===== config.mk =====
export PLATFORM = sky130hd
export DESIGN_NAME = fwd_hazard_unit
export DESIGN_NICKNAME = d
export VERILOG_FILES = /design/src/rtl/fwd_hazard_unit.sv
export SDC_FILE = /design/constraint.sdc
export NUM_CORES = 1
export LEC_CHECK = 0
export ABC_AREA = 1
export CAP_MARGIN = 20
export CELL_PAD_IN_SITES_DETAIL_PLACEMENT = 0
export CELL_PAD_IN_SITES_GLOBAL_PLACEMENT = 2
export CORE_ASPECT_RATIO = 1.4
export CORE_MARGIN = 2
export CORE_UTILIZATION = 31
export DETAILED_ROUTE_END_ITERATION = 10
export PLACE_DENSITY = 0.93
export SLEW_MARGIN = 20
export SYNTH_ARGS = -nofsm -noshare
export SYNTH_HDL_FRONTEND = slang
export SYNTH_SLANG_ARGS = --single-unit

===== constraint.sdc =====
create_clock -name clk_i -period 2.6 [get_ports clk_i]
set_input_delay 0.52 -clock clk_i [delete_from_list [all_inputs] [get_ports clk_i]]
set_output_delay 0.52 -clock clk_i [all_outputs]
set_load 0.03 [all_outputs]

===== src/rtl/fwd_hazard_unit.sv =====
// EX-stage operand forwarding selects and load-use stall detection
// with a private EX/MEM, MEM/WB destination shadow and debug counters.
module fwd_hazard_unit #(
  parameter int REG_AW = 5,
  parameter int CNT_W  = 16
) (
  input  logic              clk_i,
  input  logic              rst_i,
  input  logic              en_i,
  input  logic [REG_AW-1:0] idex_rs_i,
  input  logic [REG_AW-1:0] idex_rt_i,
  input  logic [REG_AW-1:0] idex_dst_i,
  input  logic              idex_wr_i,
  input  logic              idex_mrd_i,
  input  logic [REG_AW-1:0] ifid_rs_i,
  input  logic [REG_AW-1:0] ifid_rt_i,
  output logic [1:0]        fwd_a_o,
  output logic [1:0]        fwd_b_o,
  output logic              stall_o,
  output logic [CNT_W-1:0]  stall_cnt_o,
  output logic [CNT_W-1:0]  fwd_cnt_o
);

  typedef struct packed {
    logic              wr;
    logic [REG_AW-1:0] dst;
  } shadow_t;

  localparam logic [1:0] SEL_RF  = 2'b00;
  localparam logic [1:0] SEL_WB  = 2'b01;
  localparam logic [1:0] SEL_MEM = 2'b10;

  shadow_t          exmem_q;
  shadow_t          memwb_q;
  shadow_t          exmem_d;
  logic [1:0]       fwd_a;
  logic [1:0]       fwd_b;
  logic             stall;
  logic             any_fwd;
  logic [CNT_W-1:0] stall_cnt_q;
  logic [CNT_W-1:0] fwd_cnt_q;

  // a write to r0 never counts as a producer
  function automatic logic hit(
    input shadow_t           s,
    input logic [REG_AW-1:0] src
  );
    return s.wr && (s.dst != '0) && (s.dst == src);
  endfunction

  function automatic logic [1:0] fwd_sel(
    input shadow_t           ex,
    input shadow_t           mem,
    input logic [REG_AW-1:0] src
  );
    logic ex_hit;
    logic mem_hit;
    logic [1:0] sel;
    ex_hit  = hit(ex, src);
    mem_hit = hit(mem, src);
    sel     = SEL_RF;
    unique case (1'b1)
      ex_hit:             sel = SEL_MEM;
      mem_hit && !ex_hit: sel = SEL_WB;
      default:            sel = SEL_RF;
    endcase
    return sel;
  endfunction

  always_comb begin
    fwd_a   = fwd_sel(exmem_q, memwb_q, idex_rs_i);
    fwd_b   = fwd_sel(exmem_q, memwb_q, idex_rt_i);
    any_fwd = (fwd_a != SEL_RF) || (fwd_b != SEL_RF);
  end

  always_comb begin
    stall = idex_mrd_i
         && (idex_dst_i != '0)
         && ((idex_dst_i == ifid_rs_i)
          || (idex_dst_i == ifid_rt_i));
  end

  // the load still moves on, but as a bubble for forwarding
  always_comb begin
    exmem_d.wr  = idex_wr_i & ~stall;
    exmem_d.dst = idex_dst_i;
  end

  always_ff @(posedge clk_i or posedge rst_i) begin
    if (rst_i) begin
      exmem_q <= '0;
      memwb_q <= '0;
    end else if (en_i) begin
      exmem_q <= exmem_d;
      memwb_q <= exmem_q;
    end
  end

  always_ff @(posedge clk_i or posedge rst_i) begin
    if (rst_i) begin
      stall_cnt_q <= '0;
      fwd_cnt_q   <= '0;
    end else if (en_i) begin
      if (stall && (stall_cnt_q != '1))
        stall_cnt_q <= stall_cnt_q + CNT_W'(1);
      if (any_fwd && (fwd_cnt_q != '1))
        fwd_cnt_q <= fwd_cnt_q + CNT_W'(1);
    end
  end

  // reset must win over live ID/EX inputs
  assign fwd_a_o     = rst_i ? SEL_RF : fwd_a;
  assign fwd_b_o     = rst_i ? SEL_RF : fwd_b;
  assign stall_o     = rst_i ? 1'b0 : stall;
  assign stall_cnt_o = stall_cnt_q;
  assign fwd_cnt_o   = fwd_cnt_q;

endmodule


=== Word level (Yosys, flattened, before mapping) ===
Index checks and enable logic that the tools add are counted.

* Bits in registers: 44
* Output and inout port bits: 37

* Bitwise operators: 2
* Equality and inequality tests: 8
* Add/sub/neg operators: 2
* Mux-type cells: 5
* Reductions and logical operators: 23

{| class="wikitable"
|+ Operator list
! operator !! number
|-
| adder 16 x 1 -> 16 bit (second input constant) || 2
|-
| != test 16 bit (second input constant) || 2
|-
| equality test 5 bit || 6
|-
| nonzero test 5 bit || 3
|-
| logical AND 1 bit || 12
|-
| one-hot mux 2 bit (2 select lines) || 2
|-
| 2-to-1 mux 2 bit || 2
|-
| AND reduction 2 bit || 2
|-
| nonzero test 2 bit || 2
|-
| logical NOT 1 bit || 2
|-
| logical OR 1 bit || 2
|-
| AND 1 bit || 1
|-
| 2-to-1 mux 1 bit || 1
|-
| inverter 1 bit || 1
|}

=== Logic depth before layout (Yosys ltp) ===
* Depth after elaboration: 10
* Mapped depth: 12
* Depth with buffers taken out: 11

=== Worst setup path before layout ===
Ideal clock, no wire load.

* Kind: input to output
* From: input idex_rs_i[3]
* To: output fwd_a_o[0]
* Buffers on the path: 0
* Arrival: 1775 ps
* Required time: 2080 ps
* Cell stages on the path: 6
* Path slack: 305 ps
* Cells stage by stage: inv_1 > nand2_1 > nand2_1 > nor2_1 > nand3_1 > nor4_1

* Longest elaborated chain between the ends: 6
* Elaborated cells on any way between the ends: 8
* Classes of those cells: 2 x eq/ne; 2 x mux; 4 x reduce/logical

{| class="wikitable"
|+ RTL lines
! what !! line !! source
|-
| start, declared || 10 || <nowiki>input logic [REG_AW-1:0] idex_rs_i,</nowiki>
|-
| equality test 5 bit || 48 || <nowiki>return s.wr && (s.dst != '0) && (s.dst == src);</nowiki>
|-
| logical AND 1 bit || 48 ||
|-
| logical NOT 1 bit || 64 || <nowiki>mem_hit && !ex_hit: sel = SEL_WB;</nowiki>
|-
| logical AND 1 bit || 64 ||
|-
| one-hot mux 2 bit (2 select lines) (*) || 62 || <nowiki>unique case (1'b1)</nowiki>
|-
| 2-to-1 mux 2 bit (*) || 112 || <nowiki>assign fwd_a_o = rst_i ? SEL_RF : fwd_a;</nowiki>
|-
| end, declared || 17 || <nowiki>output logic [1:0] fwd_a_o,</nowiki>
|}

Mark *: on every way between the ends. The rest lies on a longest branch, timed or not.

=== Worst setup path after layout ===
* From: input idex_dst_i[1]
* To: output stall_o

* Longest elaborated chain between the ends: 4
* Elaborated cells on any way between the ends: 7
* Classes of those cells: 2 x eq/ne; 1 x mux; 4 x reduce/logical

{| class="wikitable"
|+ RTL lines
! what !! line !! source
|-
| start, declared || 12 || <nowiki>input logic [REG_AW-1:0] idex_dst_i,</nowiki>
|-
| equality test 5 bit (tied with other cells) || 79 || <nowiki>&& ((idex_dst_i == ifid_rs_i)</nowiki>
|-
| logical OR 1 bit / logical AND 1 bit (equally long branches) || 80, 78 ||
|-
| logical AND 1 bit (*) || 79 ||
|-
| 2-to-1 mux 1 bit (*) || 114 || <nowiki>assign stall_o = rst_i ? 1'b0 : stall;</nowiki>
|-
| end, declared || 19 || <nowiki>output logic stall_o,</nowiki>
|}

Marked as above.

==> metrics.txt <==
# TYPE chip_impl_metric gauge
chip_impl_info{name="tritoncts",value="yes"} 1
chip_impl_metric{name="die_w",unit="µm"} 87.7
chip_impl_metric{name="vdd_ir_drop_max",unit="mV"} 0.450
chip_impl_info{name="busiest_layer",value="met2"} 1
chip_impl_metric{name="core_area",unit="µm²"} 9510
chip_impl_metric{name="die_h",unit="µm"} 121
chip_impl_metric{name="multi_input_area",unit="µm²"} 1650
chip_impl_metric{name="period_share",unit="%"} 94.1
chip_impl_metric{name="ioPinCount",unit=""} 67
chip_impl_info{name="cts_root_buffer",value="sky130_fd_sc_hd__clkbuf_16"} 1
chip_impl_metric{name="yosys_register_bits",unit=""} 44
chip_impl_metric{name="fillCellCount",unit=""} 986
chip_impl_metric{name="global_route_overflow",unit=""} 0
chip_impl_info{name="crit_path_end_kind",value="output port"} 1
chip_impl_metric{name="skew",unit="ps"} 8.58
chip_impl_metric{name="hold_viol_final",unit=""} 0
chip_impl_metric{name="synth-edff-count",unit=""} 0
chip_impl_metric{name="fin_crit",unit="ps"} 2450
chip_impl_metric{name="max-slew-margin-rel",unit="%"} 59.7
chip_impl_metric{name="r2r.worst_path.cells",unit=""} 9
chip_impl_metric{name="mappedNetlistArea",unit="µm²"} 3040
chip_impl_info{name="classification_of_the_worst_setup_path",value="input pin to output port"} 1
chip_impl_metric{name="worst-endpoint-required",unit="ps"} 2080
chip_impl_metric{name="floorplan.die_area",unit="µm²"} 10600
chip_impl_metric{name="timing_limited_maximum_frequency",unit="MHz"} 409
chip_impl_metric{name="seqPwrFrac",unit="%"} 35.5
chip_impl_metric{name="post_route_cells_drive_above_1_share",unit="%"} 10.1
chip_impl_metric{name="ctsLongestPathBuffers",unit=""} 2
chip_impl_metric{name="p_int",unit="W"} 0.00170
chip_impl_metric{name="nets",unit=""} 516
chip_impl_metric{name="initial_antenna_violation_count",unit=""} 0
chip_impl_metric{name="cts_max_level",unit=""} 2
chip_impl_info{name="rsz0062_at_grt",value="no"} 1
chip_impl_metric{name="total_switching_power",unit="W"} 0.00104
chip_impl_metric{name="grt_start_max_net_pins",unit=""} 45
chip_impl_metric{name="power.leakage",unit="nW"} 1.94
chip_impl_metric{name="clk_transition_reported_paths",unit="ps"} 60
chip_impl_metric{name="tritoncts_num_sinks",unit=""} 44
chip_impl_metric{name="first_pass_grt_wire_length",unit="µm"} 13000
chip_impl_info{name="synth_area_leaders",value="sky130_fd_sc_hd__dfrtp_1 36%, sky130_fd_sc_hd__nand2_1 17%, sky130_fd_sc_hd__xor2_1 7.2%"} 1
chip_impl_metric{name="syn_nets",unit=""} 447
chip_impl_metric{name="place.detailed.hpwl",unit="µm"} 5870
chip_impl_metric{name="largest_fanout_on_the_critical_path",unit=""} 6
chip_impl_metric{name="clock_insertion_delay_worst_skew",unit="ps"} 290
chip_impl_metric{name="worst-slew-pin-transition",unit="ps"} 605
chip_impl_metric{name="post-route-drc-count",unit=""} 0
chip_impl_metric{name="synthDominantCellAreaShare",unit="%"} 36.2
chip_impl_metric{name="antenna-diode-count",unit=""} 0
chip_impl_metric{name="power.density_cell_area",unit="nW/µm²"} 686
chip_impl_metric{name="routabilityCongestion",unit=""} 0.809
chip_impl_metric{name="clock_power_share",unit="%"} 26.7
chip_impl_metric{name="switching_share_of_power",unit="%"} 38.1
chip_impl_metric{name="register_area",unit="µm²"} 1100
chip_impl_metric{name="grt_use_total",unit="%"} 15.6
chip_impl_metric{name="drt_first_pass_iters",unit=""} 4
chip_impl_metric{name="routed_wire_length",unit="µm"} 7890
chip_impl_metric{name="vias_per_cell",unit=""} 4.52
chip_impl_metric{name="io_buffer_count",unit=""} 66
chip_impl_metric{name="netlist-cell-type-count",unit=""} 33
chip_impl_metric{name="ys_seq_area_share",unit="%"} 36.2
chip_impl_metric{name="std_cell_rows",unit=""} 42
chip_impl_metric{name="postRouteAntennaNets",unit=""} 0
chip_impl_metric{name="maxCapViolCount",unit=""} 0
chip_impl_metric{name="timing.final.setup_violations",unit=""} 0
chip_impl_metric{name="globalRouteMet3Util",unit="%"} 2.79
chip_impl_metric{name="drtIter0Drc",unit=""} 90
chip_impl_metric{name="wire_per_inst",unit="µm"} 12.8
chip_impl_metric{name="slew_viol_final",unit=""} 0
chip_impl_metric{name="grt_pass1_vias",unit=""} 2738
chip_impl_info{name="min_path_type",value="flop to flop"} 1
chip_impl_metric{name="grt.met2_usage",unit="%"} 27.5
chip_impl_info{name="synth.largest_area_cell",value="sky130_fd_sc_hd__dfrtp_1"} 1
chip_impl_metric{name="worst_hold_path.num_cells",unit=""} 2
chip_impl_metric{name="timing.hold.ws",unit="ps"} 519
chip_impl_metric{name="synth-async-reset-ratio",unit="%"} 100
chip_impl_info{name="synth_ff_type",value="sky130_fd_sc_hd__dfrtp_1"} 1
chip_impl_metric{name="grt_util_met1",unit="%"} 19.3
chip_impl_metric{name="share_comb_of_total_power",unit="%"} 37.8
chip_impl_info{name="startpoint_type",value="input pin"} 1
chip_impl_metric{name="start_util",unit="%"} 32.0
chip_impl_metric{name="timing.critical_path.arrival",unit="ps"} 1930
chip_impl_metric{name="netlist_instances",unit=""} 415
chip_impl_metric{name="cts_inserted_buffers",unit=""} 5
chip_impl_metric{name="synth_warnings",unit=""} 0
chip_impl_metric{name="signed_area_change_from_the_synthesized_netlist_to_the_final_layout",unit="%"} 31.3
chip_impl_metric{name="syn_area_per_cell",unit="µm²"} 7.33
chip_impl_metric{name="vias",unit=""} 2789
chip_impl_metric{name="finalSetupTns",unit="ps"} 0
chip_impl_info{name="status",value="completed"} 1
## flip-flops by register name, indices dropped and copies added, names as in the netlist
name	cells
memwb_q	6
stall_cnt_o	16
exmem_q	6
fwd_cnt_o	16
## metrics by stage
step / cells / worst slack, ps / cell area (µm²) / total power (W) / util [%]
2_1_floorplan: 415 / 305 / 3040 / 0.00162 / -
6_report: 617 / 153 / 3990 / 0.00274 / 42.0
4_1_cts: 617 / 137 / 3990 / 0.00277 / 41.9
5_1_grt: 617 / 24.3 / 3990 / 0.00290 / 42.0
3_3_place_gp: 609 / 125 / 3820 / 0.00202 / 40.2
3_5_place_dp: 609 / 139 / 3820 / 0.00203 / 40.2
## critical path, stage by stage
cell,delay (ps)
sky130_fd_sc_hd__clkdlybuf4s50_1,490
sky130_fd_sc_hd__or2_0,250
sky130_fd_sc_hd__a21oi_1,140
sky130_fd_sc_hd__nand3_1,100
sky130_fd_sc_hd__nand2_2,100
sky130_fd_sc_hd__nand2_4,80
sky130_fd_sc_hd__nor2_1,90
sky130_fd_sc_hd__buf_4,170
## repair_timing
| item | in CTS | in global routing |
|---|---|---|
| gates resized for setup | 0 | 1 |
| buffers inserted | 0 | 0 |
| hold buffers | 0 | 0 |
| endpoints found under the setup margin | 0 | 1 |
## placed cells by master, fill, tap and decap left out, types with 3 or more instances in the layout
cell type	count
sky130_fd_sc_hd__nand2_1	136
sky130_fd_sc_hd__clkdlybuf4s50_1	61
sky130_fd_sc_hd__inv_1	54
sky130_fd_sc_hd__dfrtp_1	44
sky130_fd_sc_hd__nor2_1	28
sky130_fd_sc_hd__xor2_1	25
sky130_fd_sc_hd__nand3_1	23
sky130_fd_sc_hd__nand4_1	17
sky130_fd_sc_hd__o21ai_2	13
sky130_fd_sc_hd__nor3_1	13
sky130_fd_sc_hd__o21ai_0	13
sky130_fd_sc_hd__buf_4	10
sky130_fd_sc_hd__xnor2_1	9
sky130_fd_sc_hd__nand2_2	5
sky130_fd_sc_hd__clkbuf_16	5
sky130_fd_sc_hd__nand3_2	4
sky130_fd_sc_hd__nor4_1	3
## cell usage after synthesis, types with 2 or more instances
cell type,number
sky130_fd_sc_hd__nand2_4,2
sky130_fd_sc_hd__ha_1,2
sky130_fd_sc_hd__dfrtp_1,44
sky130_fd_sc_hd__nor3b_1,2
sky130_fd_sc_hd__nand3_1,23
sky130_fd_sc_hd__buf_4,2
sky130_fd_sc_hd__xnor2_1,9
sky130_fd_sc_hd__buf_1,2
sky130_fd_sc_hd__nand4_1,17
sky130_fd_sc_hd__nor4_1,3
sky130_fd_sc_hd__nand2_1,136
sky130_fd_sc_hd__nor2_1,28
sky130_fd_sc_hd__nand2_2,5
sky130_fd_sc_hd__nor3_1,14
sky130_fd_sc_hd__xor2_1,25
sky130_fd_sc_hd__inv_1,55
sky130_fd_sc_hd__buf_6,2
sky130_fd_sc_hd__o21ai_2,13
sky130_fd_sc_hd__nand3_2,4
sky130_fd_sc_hd__nor2_4,2
sky130_fd_sc_hd__o21ai_0,13
## cells by family after synthesis
logic type                 share of synthesized area [%]
DFF                                                 36.2
AOI/OAI and AO/OA                                   6.26
adders and majority gates                          0.823
xor gates and xnor gates                            9.79
and+or+nand+nor                                     37.1
buffers and inverters                               9.83
## layer usage
| metal | routed length, µm | vias to the layer above |
|---|---|---|
| li1 | - | 1449 |
| met1 | 3450 | 1286 |
| met2 | 4090 | 48 |
| met3 | 267 | 6 |
| met4 | 85 | 0 |
| met5 | 0 | - |
## final timing paths
path / start / to / slack [ps]
hold / removal: memwb_q[5]$_DFFE_PP0P_ / memwb_q[5]$_DFFE_PP0P_ / 520
hold reg to reg: memwb_q[5]$_DFFE_PP0P_ / memwb_q[5]$_DFFE_PP0P_ / 520
min in group asynchronous: rst_i / memwb_q[4]$_DFFE_PP0P_ / 840
setup / recovery: idex_dst_i[1] / stall_o / 150
setup reg to reg: fwd_cnt_o[0]$_DFFE_PP0P_ / fwd_cnt_o[7]$_DFFE_PP0P_ / 580
max in group asynchronous: rst_i / fwd_cnt_o[11]$_DFFE_PP0P_ / 1350
## layout make-up
type	count	area share [%]
Tap cell	132	4.14
Sequential cell	44	27.6
Clock buffer	6	3.23
Inverter	56	5.27
Multi-Input combinational cell	305	41.2
Clock inverter	2	0.878
Timing Repair Buffer	72	17.7
## power groups by stage
stage / combinational [W] / clock [W] / sequential [W]
final: 0.00104 / 0.000730 / 0.000971
after global routing: 0.00113 / 0.000773 / 0.000995
after CTS: 0.00105 / 0.000752 / 0.000973
after detailed placement: 0.00105 / 0 / 0.000979
after global placement: 0.00103 / 0 / 0.000984
after floorplan: 0.000448 / 0 / 0.00117
(Power assumes the default switching activity.)
